$ cat src/rtl/bp_resolve_ctrl.sv
// Branch resolution controller: tracks predicted branches in flight, drives predictor
// updates at resolution and generates flush/redirect plus a recovery stall on mispredicts.
module bp_resolve_ctrl #(
    parameter int DEPTH       = 4,
    parameter int PC_W        = 32,
    parameter int RECOVER_CYC = 2
) (
    input  logic            clk,
    input  logic            reset,
    input  logic            pred_valid,
    input  logic            pred_taken,
    input  logic [PC_W-1:0] pred_target,
    input  logic [PC_W-1:0] pred_fallthru,
    output logic            pred_ready,
    input  logic            res_valid,
    input  logic            res_taken,
    output logic            bp_update,
    output logic            bp_actual,
    output logic            flush,
    output logic [PC_W-1:0] redirect_pc,
    output logic            empty,
    output logic            res_err,
    output logic [15:0]     branch_cnt,
    output logic [15:0]     mispredict_cnt
);

    localparam int PTR_W = $clog2(DEPTH);
    localparam int CNT_W = PTR_W + 1;
    localparam int RC_W  = $clog2(RECOVER_CYC + 1);

    localparam logic [CNT_W-1:0] DEPTH_C = CNT_W'(DEPTH);
    localparam logic [RC_W-1:0]  RC_LOAD = RC_W'(RECOVER_CYC);
    localparam logic [15:0]      CNT_MAX = 16'hFFFF;

    typedef enum logic [0:0] {
        ST_RUN     = 1'b0,
        ST_RECOVER = 1'b1
    } state_t;

    state_t            r_state;
    state_t            w_state_nxt;
    logic [RC_W-1:0]   r_rec_cnt;

    logic              r_fifo_taken [DEPTH];
    logic [PC_W-1:0]   r_fifo_tgt   [DEPTH];
    logic [PC_W-1:0]   r_fifo_ft    [DEPTH];
    logic [PTR_W-1:0]  r_wptr;
    logic [PTR_W-1:0]  r_rptr;
    logic [CNT_W-1:0]  r_count;

    logic              r_bp_update;
    logic              r_bp_actual;
    logic              r_flush;
    logic [PC_W-1:0]   r_redirect_pc;
    logic              r_res_err;
    logic [15:0]       r_branch_cnt;
    logic [15:0]       r_mispredict_cnt;

    logic              w_pred_ready;
    logic              w_res_acc;
    logic              w_res_rej;
    logic              w_mispred;
    logic              w_push;
    logic              w_head_taken;
    logic [PC_W-1:0]   w_head_tgt;
    logic [PC_W-1:0]   w_head_ft;

    assign w_head_taken = r_fifo_taken[r_rptr];
    assign w_head_tgt   = r_fifo_tgt[r_rptr];
    assign w_head_ft    = r_fifo_ft[r_rptr];

    assign w_pred_ready = (r_state == ST_RUN) && (r_count < DEPTH_C);
    assign w_res_acc    = res_valid && (r_state == ST_RUN) && (r_count != '0);
    assign w_res_rej    = res_valid && !w_res_acc;
    assign w_mispred    = w_res_acc && (res_taken != w_head_taken);
    // A push coinciding with a mispredict belongs to the wrong path and is dropped.
    assign w_push       = pred_valid && w_pred_ready && !w_mispred;

    // FSM next-state: enter RECOVER on mispredict, leave when the stall window expires.
    always_comb begin
        w_state_nxt = r_state;
        case (r_state)
            ST_RUN: begin
                if (w_mispred) begin
                    w_state_nxt = ST_RECOVER;
                end else begin
                    w_state_nxt = ST_RUN;
                end
            end
            ST_RECOVER: begin
                if (r_rec_cnt <= RC_W'(1)) begin
                    w_state_nxt = ST_RUN;
                end else begin
                    w_state_nxt = ST_RECOVER;
                end
            end
            default: begin
                w_state_nxt = ST_RUN;
            end
        endcase
    end

    // FSM state and recovery counter registers.
    always_ff @(posedge clk or negedge reset) begin
        if (!reset) begin
            r_state   <= ST_RUN;
            r_rec_cnt <= '0;
        end else begin
            r_state <= w_state_nxt;
            if (w_mispred) begin
                r_rec_cnt <= RC_LOAD;
            end else if ((r_state == ST_RECOVER) && (r_rec_cnt != '0)) begin
                r_rec_cnt <= r_rec_cnt - RC_W'(1);
            end
        end
    end

    // FIFO entry storage, written at the tail on an accepted push.
    always_ff @(posedge clk or negedge reset) begin
        if (!reset) begin
            for (int i = 0; i < DEPTH; i++) begin
                r_fifo_taken[i] <= 1'b0;
                r_fifo_tgt[i]   <= '0;
                r_fifo_ft[i]    <= '0;
            end
        end else if (w_push) begin
            r_fifo_taken[r_wptr] <= pred_taken;
            r_fifo_tgt[r_wptr]   <= pred_target;
            r_fifo_ft[r_wptr]    <= pred_fallthru;
        end
    end

    // FIFO pointers and occupancy; a mispredict discards every in-flight entry.
    always_ff @(posedge clk or negedge reset) begin
        if (!reset) begin
            r_wptr  <= '0;
            r_rptr  <= '0;
            r_count <= '0;
        end else if (w_mispred) begin
            r_wptr  <= '0;
            r_rptr  <= '0;
            r_count <= '0;
        end else begin
            if (w_push) begin
                r_wptr <= r_wptr + PTR_W'(1);
            end
            if (w_res_acc) begin
                r_rptr <= r_rptr + PTR_W'(1);
            end
            r_count <= r_count + CNT_W'(w_push) - CNT_W'(w_res_acc);
        end
    end

    // Registered predictor-update and front-end redirect strobes.
    always_ff @(posedge clk or negedge reset) begin
        if (!reset) begin
            r_bp_update   <= 1'b0;
            r_bp_actual   <= 1'b0;
            r_flush       <= 1'b0;
            r_redirect_pc <= '0;
        end else begin
            r_bp_update <= w_res_acc;
            r_bp_actual <= w_res_acc && res_taken;
            r_flush     <= w_mispred;
            if (w_mispred) begin
                r_redirect_pc <= res_taken ? w_head_tgt : w_head_ft;
            end else begin
                r_redirect_pc <= '0;
            end
        end
    end

    // Sticky protocol error and saturating statistics counters.
    always_ff @(posedge clk or negedge reset) begin
        if (!reset) begin
            r_res_err        <= 1'b0;
            r_branch_cnt     <= 16'h0000;
            r_mispredict_cnt <= 16'h0000;
        end else begin
            r_res_err <= r_res_err || w_res_rej;
            if (w_res_acc && (r_branch_cnt != CNT_MAX)) begin
                r_branch_cnt <= r_branch_cnt + 16'h0001;
            end
            if (w_mispred && (r_mispredict_cnt != CNT_MAX)) begin
                r_mispredict_cnt <= r_mispredict_cnt + 16'h0001;
            end
        end
    end

    assign pred_ready     = w_pred_ready;
    assign empty          = (r_count == '0);
    assign bp_update      = r_bp_update;
    assign bp_actual      = r_bp_actual;
    assign flush          = r_flush;
    assign redirect_pc    = r_redirect_pc;
    assign res_err        = r_res_err;
    assign branch_cnt     = r_branch_cnt;
    assign mispredict_cnt = r_mispredict_cnt;

endmodule
$ cat config.mk
export PLATFORM = sky130hd
export DESIGN_NAME = bp_resolve_ctrl
export DESIGN_NICKNAME = d
export VERILOG_FILES = /design/src/rtl/bp_resolve_ctrl.sv
export SDC_FILE = /design/constraint.sdc
export NUM_CORES = 1
export LEC_CHECK = 0
export BUFFER_PORTS_ARGS = -buffer_cell sky130_fd_sc_hd__buf_2
export CAP_MARGIN = 10
export CORE_AREA = 2 2 195 197
export CTS_CLUSTER_SIZE = 14
export DETAILED_ROUTE_END_ITERATION = 6
export DIE_AREA = 0 0 197 199
export GPL_TIMING_DRIVEN = 0
export SLEW_MARGIN = 20
export SYNTH_ARGS = -nofsm -noshare
export SYNTH_HDL_FRONTEND = slang
export SYNTH_SLANG_ARGS = --single-unit
export TNS_END_PERCENT = 20
$ cat constraint.sdc
create_clock -name clk -period 3.2 [get_ports clk]
set_clock_uncertainty 0.05 [all_clocks]
set_input_delay 0.8 -clock clk [delete_from_list [all_inputs] [get_ports clk]]
set_output_delay 0.8 -clock clk [all_outputs]
set_load 0.005 [all_outputs]
# Yosys cells after proc, flatten, opt, wreduce, memory -nomap -nowiden
# Cells that the tools add are included.
classes:
  n_lt_le_gt_ge: 5
  n_reduce_logical: 21
  eq_ne: 3
  bitwise_logic: 3
  addsub: 7
  multipliers: 0
  n_shift: 0
  mux: 28
  div: 0
op_table:
  columns: ["op", "n"]
  rows:
  - ["$bwmux 128", 2]
  - ["$mux 32", 7]
  - ["$bmux 32 s2", 2]
  - ["$demux 32 s2", 1]
  - ["$add 16x1->16 const B", 2]
  - ["$ne 16x16->1 const B", 2]
  - ["$logic_and 1x1->1", 12]
  - ["$mux 2", 6]
  - ["$reduce_bool 2->1", 4]
  - ["$ge 3x3->1 const B", 2]
  - ["$not 2->3", 2]
  - ["$mux 1", 5]
  - ["$add 2x1->2 const B", 2]
  - ["$bwmux 4", 1]
  - ["$add 3x1->3", 1]
  - ["$logic_not 3->1", 1]
  - ["$lt 3x1->1 const B", 1]
  - ["$lt 3x3->1 const B", 1]
  - ["$mux 3", 1]
  - ["$reduce_bool 3->1", 1]
  - ["$sub 3x1->3", 1]
  - ["$bmux 1 s2", 1]
  - ["$demux 1 s2", 1]
  - ["$le 2x1->1 const B", 1]
  - ["6 further kinds", 7]
word_totals:
  rom_bits: 0
  ram_bits: 0
  regBits: 338
  n_memories: 0
  latchBits: 0
  output_inout_bits: 70

# Longest topological paths before layout
# Gate-level depths: netlist (run 1).
depth:
  depth_word: 11
  mapped_depth: 14
  mapped_depth_nobuf: 13

# Worst setup path before layout (run 1)
# Ideal clock, no wire load.
synth_timing:
  kind: "in2reg"
  startpoint: "input port res_taken"
  endpoint: "register r_count[2]"
  required_time_ns: 3.030
  cell_stages: 13
  slack_ns: 0.196
  t_arrival_ns: 2.834
  cell_sequence: "buf_2 > nand2b_1 > mux2_2 > a31oi_4 > inv_1 > ha_1 > inv_1 > ha_1 > inv_1 > fa_1 > xor2_1 > xnor2_1 > nor2_1"
synth_between:
  elab_chain_cells: 7
synth_lines:
  columns: ["item", "line_no", "source"]
  rows:
  - ["start: declaration", "16", "input logic res_taken,"]
  - ["$ne 1x1->1 (*)", "75", "assign w_mispred = w_res_acc && (res_taken != w_head_taken);"]
  - ["$logic_and 1x1->1 (*)", "75", null]
  - ["$logic_not 1->1", "77", "assign w_push = pred_valid && w_pred_ready && !w_mispred;"]
  - ["$logic_and 1x1->1", "77", null]
  - ["$add 3x1->3", "150", "r_count <= r_count + CNT_W'(w_push) - CNT_W'(w_res_acc);"]
  - ["$sub 3x1->3", "150", null]
  - ["$mux 3 (*)", "139", "end else if (w_mispred) begin"]
  - ["end signal: assignment", "150", null]
  - ["end: declaration", "49", "logic [CNT_W-1:0] r_count;"]
# Mark *: on every way between the ends. The rest lies on a longest branch, timed or not.
# A chain may end at the register's enable or synchronous reset.

# Worst setup path after layout (run 1)
layout_timing:
  startpoint: "register r_count[2]"
  endpoint: "register r_redirect_pc[22] (netlist: redirect_pc[22])"
layout_between:
  elab_chain_cells: 4
layout_lines:
  columns: ["item", "line_no", "source"]
  rows:
  - ["$reduce_bool 3->1", "73", "assign w_res_acc = res_valid && (r_state == ST_RUN) && (r_count != '0);"]
  - ["$logic_and 1x1->1", "73", null]
  - ["via w_res_acc", "60", "logic w_res_acc;"]
  - ["$logic_and 1x1->1", "75", null]
  - ["$mux 32", "165", "if (w_mispred) begin"]
  - ["end signal: assignment", "166", "r_redirect_pc <= res_taken ? w_head_tgt : w_head_ft;"]
  - ["end: declaration", "54", "logic [PC_W-1:0] r_redirect_pc;"]
# The timed path passes the listed nets, and every way through them passes these cells.

==> summary.md, run 1 <==
| Metric | Value |
|---|---|
| Pleak | `between 8 and 9 nW` |
| Relative slew slack | `0.3239` |
| Initial DRC count | `roughly 320` |
| Tmin final | `~2800 ps` |
| Number of distinct library cells after synthesis | `39` |
| Top cells by count, synth | `dfrtp_1, mux2_1, mux4_2, mux2_2, nor2_1` |
| CP Launch Point | `r_count[2]$_DFF_PN0_` |
| Most area-hungry cell type in the Yosys netlist | `dfrtp_1` |
| Buffers on Ports | `138` |
| Filler instances | `~3300` |
| Seq/Total Area, Yosys | `0.5777` |
| I/O Pins | `140` |
| CP arrival | `roughly 3200 ps` |
| Starting Density | `0.3943` |
| Mapped Cells | `about 940` |
| Layout cells sized above 1 | `0.3208` |
| Final setup fails | `0` |
| Hold Path Class | `in -> async` |
| CTS Hold Bufs | `0` |
| F_max | `between 300 and 400 MHz` |
| Grt ovf | `0` |
| H-tree levels | `2` |
| Antenna Violating Nets Remaining | `0` |
| NetSw | `4.794 mW` |
| Setup Fix Bufs, Post-CTS | `0` |
| Main synth FF type | `dfrtp_1` |
| Cell row count | `between 70 and 80` |
| WL per Instance | `between 20 and 25 um` |
| Mapped Area | `about 15000 um^2` |
| Switching Fraction | `0.2930` |
| Top post-synthesis cells by area | `dfrtp_1, mux2_1, mux4_2, mux2_2, mux2i_1` |
| RR Startpoint | `r_count[2]$_DFF_PN0_` |
| Number of synthesized flops with an enable pin | `0` |
| Clk sinks | `about 340` |
| Clock buffer depth | `3` |
| Initial antenna violation count | `5` |
| Post-Syn Nets | `roughly 1000` |
| Outcome | `complete, no violations` |
| Flop pwr share | `0.430` |
| Most common cell in the synthesized netlist | `dfrtp_1` |
| Die width | `approximately 200 um` |
| #FFs+latches synth | `between 300 and 400` |
| GRT Overall Usage | `0.1747` |
| Synthesis Warnings | `0` |
| Vias in the first global route | `around 9000` |
| Clk_lat worst skew | `approximately 530 ps` |
| Final Max Tran Viols | `0` |
| DR vias | `8341` |
| WP data required | `3510 ps` |
| Post-cts resize count | `0` |
| Fin area | `about 17000 um^2` |
| Final hold vios | `0` |
| Chip Height | `slightly below 200 um` |
| Max cap viols | `0` |
| First-pass GRT wire length | `roughly 53000 um` |
| Gate power share | `0.302` |
| CP Launch Type | `flip-flop` |
| Worst-path maximum fanout | `10` |
| Clock power share | `0.268` |
| Layout area overhead | `18.16%` |
| Largest net degree at the start of global routing | `94` |
| DRC viols | `0` |
| Clk pin slew, worst setup/hold paths | `60 ps` |
| Initial DRT Pass Iterations | `6` |
| Cell internal pwr | `11.57 mW` |
| PD cells | `945.7 nW/um^2` |
| Root Buffer Master | `clkbuf_16` |
| TritonCTS clock tree | `built` |
| FFs w/ async S/R, synth | `1.000` |
| VDD IR-drop max | `about 0.47 mV` |
| Post-DP HPWL | `around 22000 um` |
| Post-route core utilization | `0.4659` |
| Wire length after detailed routing | `approximately 33000 um` |
| Crit Path Class | `reg -> reg` |
| Worst-Margin Slew | `roughly 1000 ps` |
| Placed cell areas | `roughly 16000 um^2` |
| Total Die Area | `about 40000 um^2` |
| RSZ-0062 raised after global routing | `false` |
| Cts bufs inserted | `40` |
| RD Place Congestion | `0.7284` |
| Worst Setup End Kind | `flip-flop` |
| Fin nets | `approximately 1200` |
| Share of the synthesized area in the top cell type | `0.5777` |
| CORE AREA | `roughly 37000 um^2` |
| Period utilization | `0.8896` |
| Mean Syn Cell Area | `approximately 16 um^2` |
| Vias per std cell | `between 5 and 6` |
## metal layers
| layer | up-vias | part of all wire | global-route usage |
|---|---|---|---|
| met2 | 158 | 0.47 | 0.2862 |
| met4 | 6 | 0.022 | 0.04706 |
| li1 | 3768 | - | - |
| met1 | 4356 | 0.46 | 0.2375 |
| met5 | - | 0.0010 | 0 |
| met3 | 53 | 0.050 | 0.03611 |
## final cells by class
cell class                      instances  area (um^2)  share of cell area
Buffer                                 53        295.3             0.01707
Multi-Input combinational cell        536         5849              0.3381
Timing Repair Buffer                  141        783.3             0.04528
Tap cell                              474        593.1             0.03428
Clock inverter                          7        67.56            0.003906
Antenna cell                            3        7.507           0.0004340
Sequential cell                       338         8458              0.4889
Inverter                               10        40.04            0.002314
Clock buffer                           62         1205             0.06965
## final timing paths
path,end,slack [ps],cells past startpoint
min in group clk,res_err$_DFF_PN0_,400,1
max in group asynchronous,redirect_pc[27]$_DFF_PN0_,1910,2
setup reg to reg,redirect_pc[22]$_DFF_PN0_,350,8
setup / recovery,redirect_pc[22]$_DFF_PN0_,350,8
hold reg to reg,res_err$_DFF_PN0_,400,1
hold / removal,redirect_pc[15]$_DFF_PN0_,250,1
## registers in the layout (all words and copies together) (netlist names)
| register | cells |
|---|---|
| r_fifo_taken | 4 |
| redirect_pc | 32 |
| r_count | 3 |
| r_fifo_tgt | 128 |
| branch_cnt | 16 |
| r_fifo_ft | 128 |
| flush | 1 |
| bp_update | 1 |
| bp_actual | 1 |
| r_rec_cnt | 2 |
| r_wptr | 2 |
| r_rptr | 2 |
| mispredict_cnt | 16 |
| r_state | 1 |
| res_err | 1 |
## through the flow
step	hold slack, ps	instances	TNS (ps)	total power, mW	setup slack, ps
after global placement	384.6	1549	-1824580	11.96	-5431
after global routing	290.1	1621	0	17.45	115.3
after floorplan	401.0	937	0	10.55	195.6
after detailed placement	393.8	1552	-1655	12.16	-115.3
after CTS	262.2	1621	0	16.62	163.5
final	245.8	1624	0	16.36	353.3
## critical path, stage by stage, from the launching register on
cell	delay [ps]
dfrtp_1	410
nor3_2	210
or3b_1	120
buf_2	290
inv_4	130
nand3_2	160
clkbuf_1	480
buf_1	630
nor2_1	190
## cell usage in the layout, fill, tap and decap left out, drive strengths merged, types with 6 or more instances in the layout
| cell | count |
|---|---|
| dfrtp | 338 |
| mux2 | 263 |
| buf | 184 |
| clkbuf | 72 |
| mux4 | 64 |
| nor2 | 44 |
| mux2i | 35 |
| nand2 | 23 |
| xor2 | 18 |
| xnor2 | 16 |
| nand3 | 13 |
| nor3 | 11 |
| inv | 11 |
| ha | 10 |
| nand4 | 6 |
## kinds of logic (layout without fill, tap and decap cells)
kind of cell	after synthesis	in the layout	share of synthesized area
other	0	3	0
AO/OA/AOI/OAI	9	9	0.004529
buffers and inverters	63	273	0.02273
multiplexers	362	362	0.3247
AND/OR/NAND/NOR	120	120	0.04008
adder cells (fa/ha/maj)	11	11	0.009914
XOR/XNOR	34	34	0.02034
flip-flops	338	338	0.5777
## power groups by stage
stage | clock network [mW] | logic, mW | registers [mW]
floorplan | 0 | 3.72 | 6.83
global placement | 0 | 4.92 | 7.04
detailed placement | 0 | 5.06 | 7.10
CTS | 4.51 | 5.07 | 7.03
global route | 4.70 | 5.47 | 7.27
finish | 4.39 | 4.94 | 7.04
No activity file was read; power rests on OpenSTA's default activity.
==> run 2: changes to the inputs <==
--- a/config.mk
+++ b/config.mk
@@ -5,13 +5,14 @@
 export SDC_FILE = /design/constraint.sdc
 export NUM_CORES = 1
 export LEC_CHECK = 0
+export ABC_CLOCK_PERIOD_IN_PS = 3200
 export BUFFER_PORTS_ARGS = -buffer_cell sky130_fd_sc_hd__buf_2
 export CAP_MARGIN = 10
 export CORE_AREA = 2 2 195 197
+export CTS_BUF_LIST = sky130_fd_sc_hd__clkbuf_2
 export CTS_CLUSTER_SIZE = 14
 export DETAILED_ROUTE_END_ITERATION = 6
 export DIE_AREA = 0 0 197 199
-export GPL_TIMING_DRIVEN = 0
 export SLEW_MARGIN = 20
 export SYNTH_ARGS = -nofsm -noshare
 export SYNTH_HDL_FRONTEND = slang
==> summary.md, run 2 (same netlist as run 1, synthesis figures left out) <==
| Metric | Value |
|---|---|
| H-tree levels | `3 (+1)` |
| VDD IR-drop max | `0.3207 mV (-32%)` |
| Grt ovf | `0 (unchanged)` |
| Layout area overhead | `19.37%` |
| Total Neg Setup Slack | `0 ps (unchanged)` |
| Vias in the first global route | `9734 (+7.1%)` |
| Final std cells w/o fill | `1749 (+7.7%)` |
| Post-DP HPWL | `19790 um (-9.7%)` |
| Worst Setup End Kind | `flip-flop` |
| Clock buffer depth | `3 (unchanged)` |
| Initial antenna violation count | `3 (-2)` |
| Filler instances | `3384 (+2.8%)` |
| Placed instance count | `1529 (-1.5%)` |
| Final Max Tran Viols | `0 (unchanged)` |
| CP Launch Type | `flip-flop` |
| RSZ-0062 raised after global routing | `false` |
| Clk sinks | `338 (unchanged)` |
| Cts bufs inserted | `91 (+130%)` |
| Clk pin slew, worst setup/hold paths | `100 ps (+40 ps)` |
| Worst hold stages | `2` |
| Crit Path Class | `reg -> reg` |
| Buffers on Ports | `139 (+0.72%)` |
| CP arrival | `3490 ps (+330 ps)` |
| DR vias | `8870 (+6.3%)` |
| Starting Density | `0.3943 (unchanged)` |
| Die width | `197 um (unchanged)` |
| I/O Pins | `140 (unchanged)` |
| Reg2Reg Depth | `12 (+4)` |
| Worst-path maximum fanout | `4 (-6)` |
| Clk_lat worst skew | `950 ps (+420 ps)` |
| CORE AREA | `37130 um^2 (unchanged)` |
| Tmin final | `2721 ps (-125.9 ps)` |
| Outcome | `complete, no violations` |
| PD cells | `851.3 nW/um^2 (-10%)` |
| Root Buffer Master | `clkbuf_2` |
| Cell row count | `71 (unchanged)` |
| Wire length after detailed routing | `32520 um (-0.35%)` |
| F_max | `367.5 MHz (+4.6%)` |
| Layout cells sized above 1 | `0.3574 (+0.03659)` |
| TritonCTS clock tree | `built` |
| Hold Path Class | `in -> reg` |
| Period utilization | `0.8503 (-0.03934)` |
| Largest net degree at the start of global routing | `98 (+4.3%)` |
| Final setup fails | `0 (unchanged)` |
| Post-cts resize count | `0 (unchanged)` |
| Hold Slack | `127.5 ps (-118.2 ps)` |
| Vias per std cell | `5.071 (-1.3%)` |
| Commonest non-fill, non-tap cell in the layout | `dfrtp_1` |
| DRC viols | `0 (unchanged)` |
| RD Place Congestion | `0.7272 (-0.16%)` |
| Most frequent cells in the layout | `dfrtp_1, mux2_1, clkbuf_2, buf_2` |
| Total Die Area | `39200 um^2 (unchanged)` |
| GRT Overall Usage | `0.1743 (-0.0003985)` |
| WL per Instance | `18.59 um (-7.5%)` |
| Antenna Violating Nets Remaining | `0 (unchanged)` |
| Fin nets | `1293 (+7.7%)` |
| Pleak | `8.338 nW (+4.0%)` |
| Relative slew slack | `0.4915 (+0.1676)` |
| Initial DRT Pass Iterations | `4 (-2)` |
| Initial DRC count | `312 (-1.9%)` |
| Chip Height | `199 um (unchanged)` |
| First-pass GRT wire length | `53140 um (+1.2%)` |
| Worst-Margin Slew | `762.7 ps (-251.4 ps)` |
| Final hold vios | `0 (unchanged)` |
| Max cap viols | `0 (unchanged)` |
| WP data required | `3970 ps (+460 ps)` |
-- run 2: final timing paths --
check	startpoint	endpoint	slack, ps
worst max-delay path	r_rptr[1]$_DFFE_PN0P_	r_count[2]$_DFF_PN0_	480
worst min-delay path	pred_fallthru[5]	r_fifo_ft[101]$_DFFE_PN0P_	130
worst max register to register	r_rptr[1]$_DFFE_PN0P_	r_count[2]$_DFF_PN0_	480
worst min register to register	res_err$_DFF_PN0_	res_err$_DFF_PN0_	430
max in group asynchronous	reset	r_fifo_tgt[98]$_DFFE_PN0P_	1890
min in group asynchronous	reset	r_fifo_tgt[20]$_DFFE_PN0P_	310
-- run 2: critical path: stages (launching register included) --
cell	delay [ps]
dfrtp_4	520
mux2i_1	190
mux2_2	400
a31oi_4	190
inv_1	60
ha_1	260
inv_1	50
ha_1	120
inv_1	50
fa_1	370
xor2_1	170
xnor2_1	140
nor2_1	50
-- run 2: layout make-up --
type / instances / area (um^2) / share of cell area
Antenna cell: 2 / 5.005 / 0.0002864
Clock buffer: 138 / 690.7 / 0.03952
Clock inverter: 16 / 67.56 / 0.003866
Inverter: 10 / 38.79 / 0.002219
Multi-Input combinational cell: 536 / 5879 / 0.3364
Sequential cell: 338 / 8466 / 0.4844
Tap cell: 474 / 593.1 / 0.03393
Timing Repair Buffer: 235 / 1737 / 0.09937
-- run 2: through the flow --
| step | power [mW] | utilization | setup WS, ps | instance area (um^2) |
|---|---|---|---|---|
| global route | 16.05 | 0.4707 | 318.9 | 17480 |
| CTS | 15.18 | 0.4705 | 415.6 | 17470 |
| floorplan | 10.55 | - | 195.6 | 14640 |
| global placement | 11.94 | 0.4328 | 213.0 | 16070 |
| finish | 14.88 | 0.4707 | 479.2 | 17480 |
| detailed placement | 12.12 | 0.4328 | 179.1 | 16070 |
-- run 2: timing repair --
item | in CTS | in global routing
setup buffers | 0 | 0
hold buffers | 64 | 0
endpoints found under the hold margin | 299 | 0
-- run 2: metal layers --
layer	wire length (um)	up-vias	track usage
met1	14900	4602	0.2280
met4	595	0	0.06071
met3	1713	52	0.04883
met5	0	-	0
li1	-	4009	-
met2	15320	207	0.2797
-- run 2: report_power, final --
part	internal, mW	switching [mW]	leakage [nW]
Clock	1.13	1.76	0.615
Combinational	2.89	2.08	3.48
Sequential	6.10	0.926	4.24
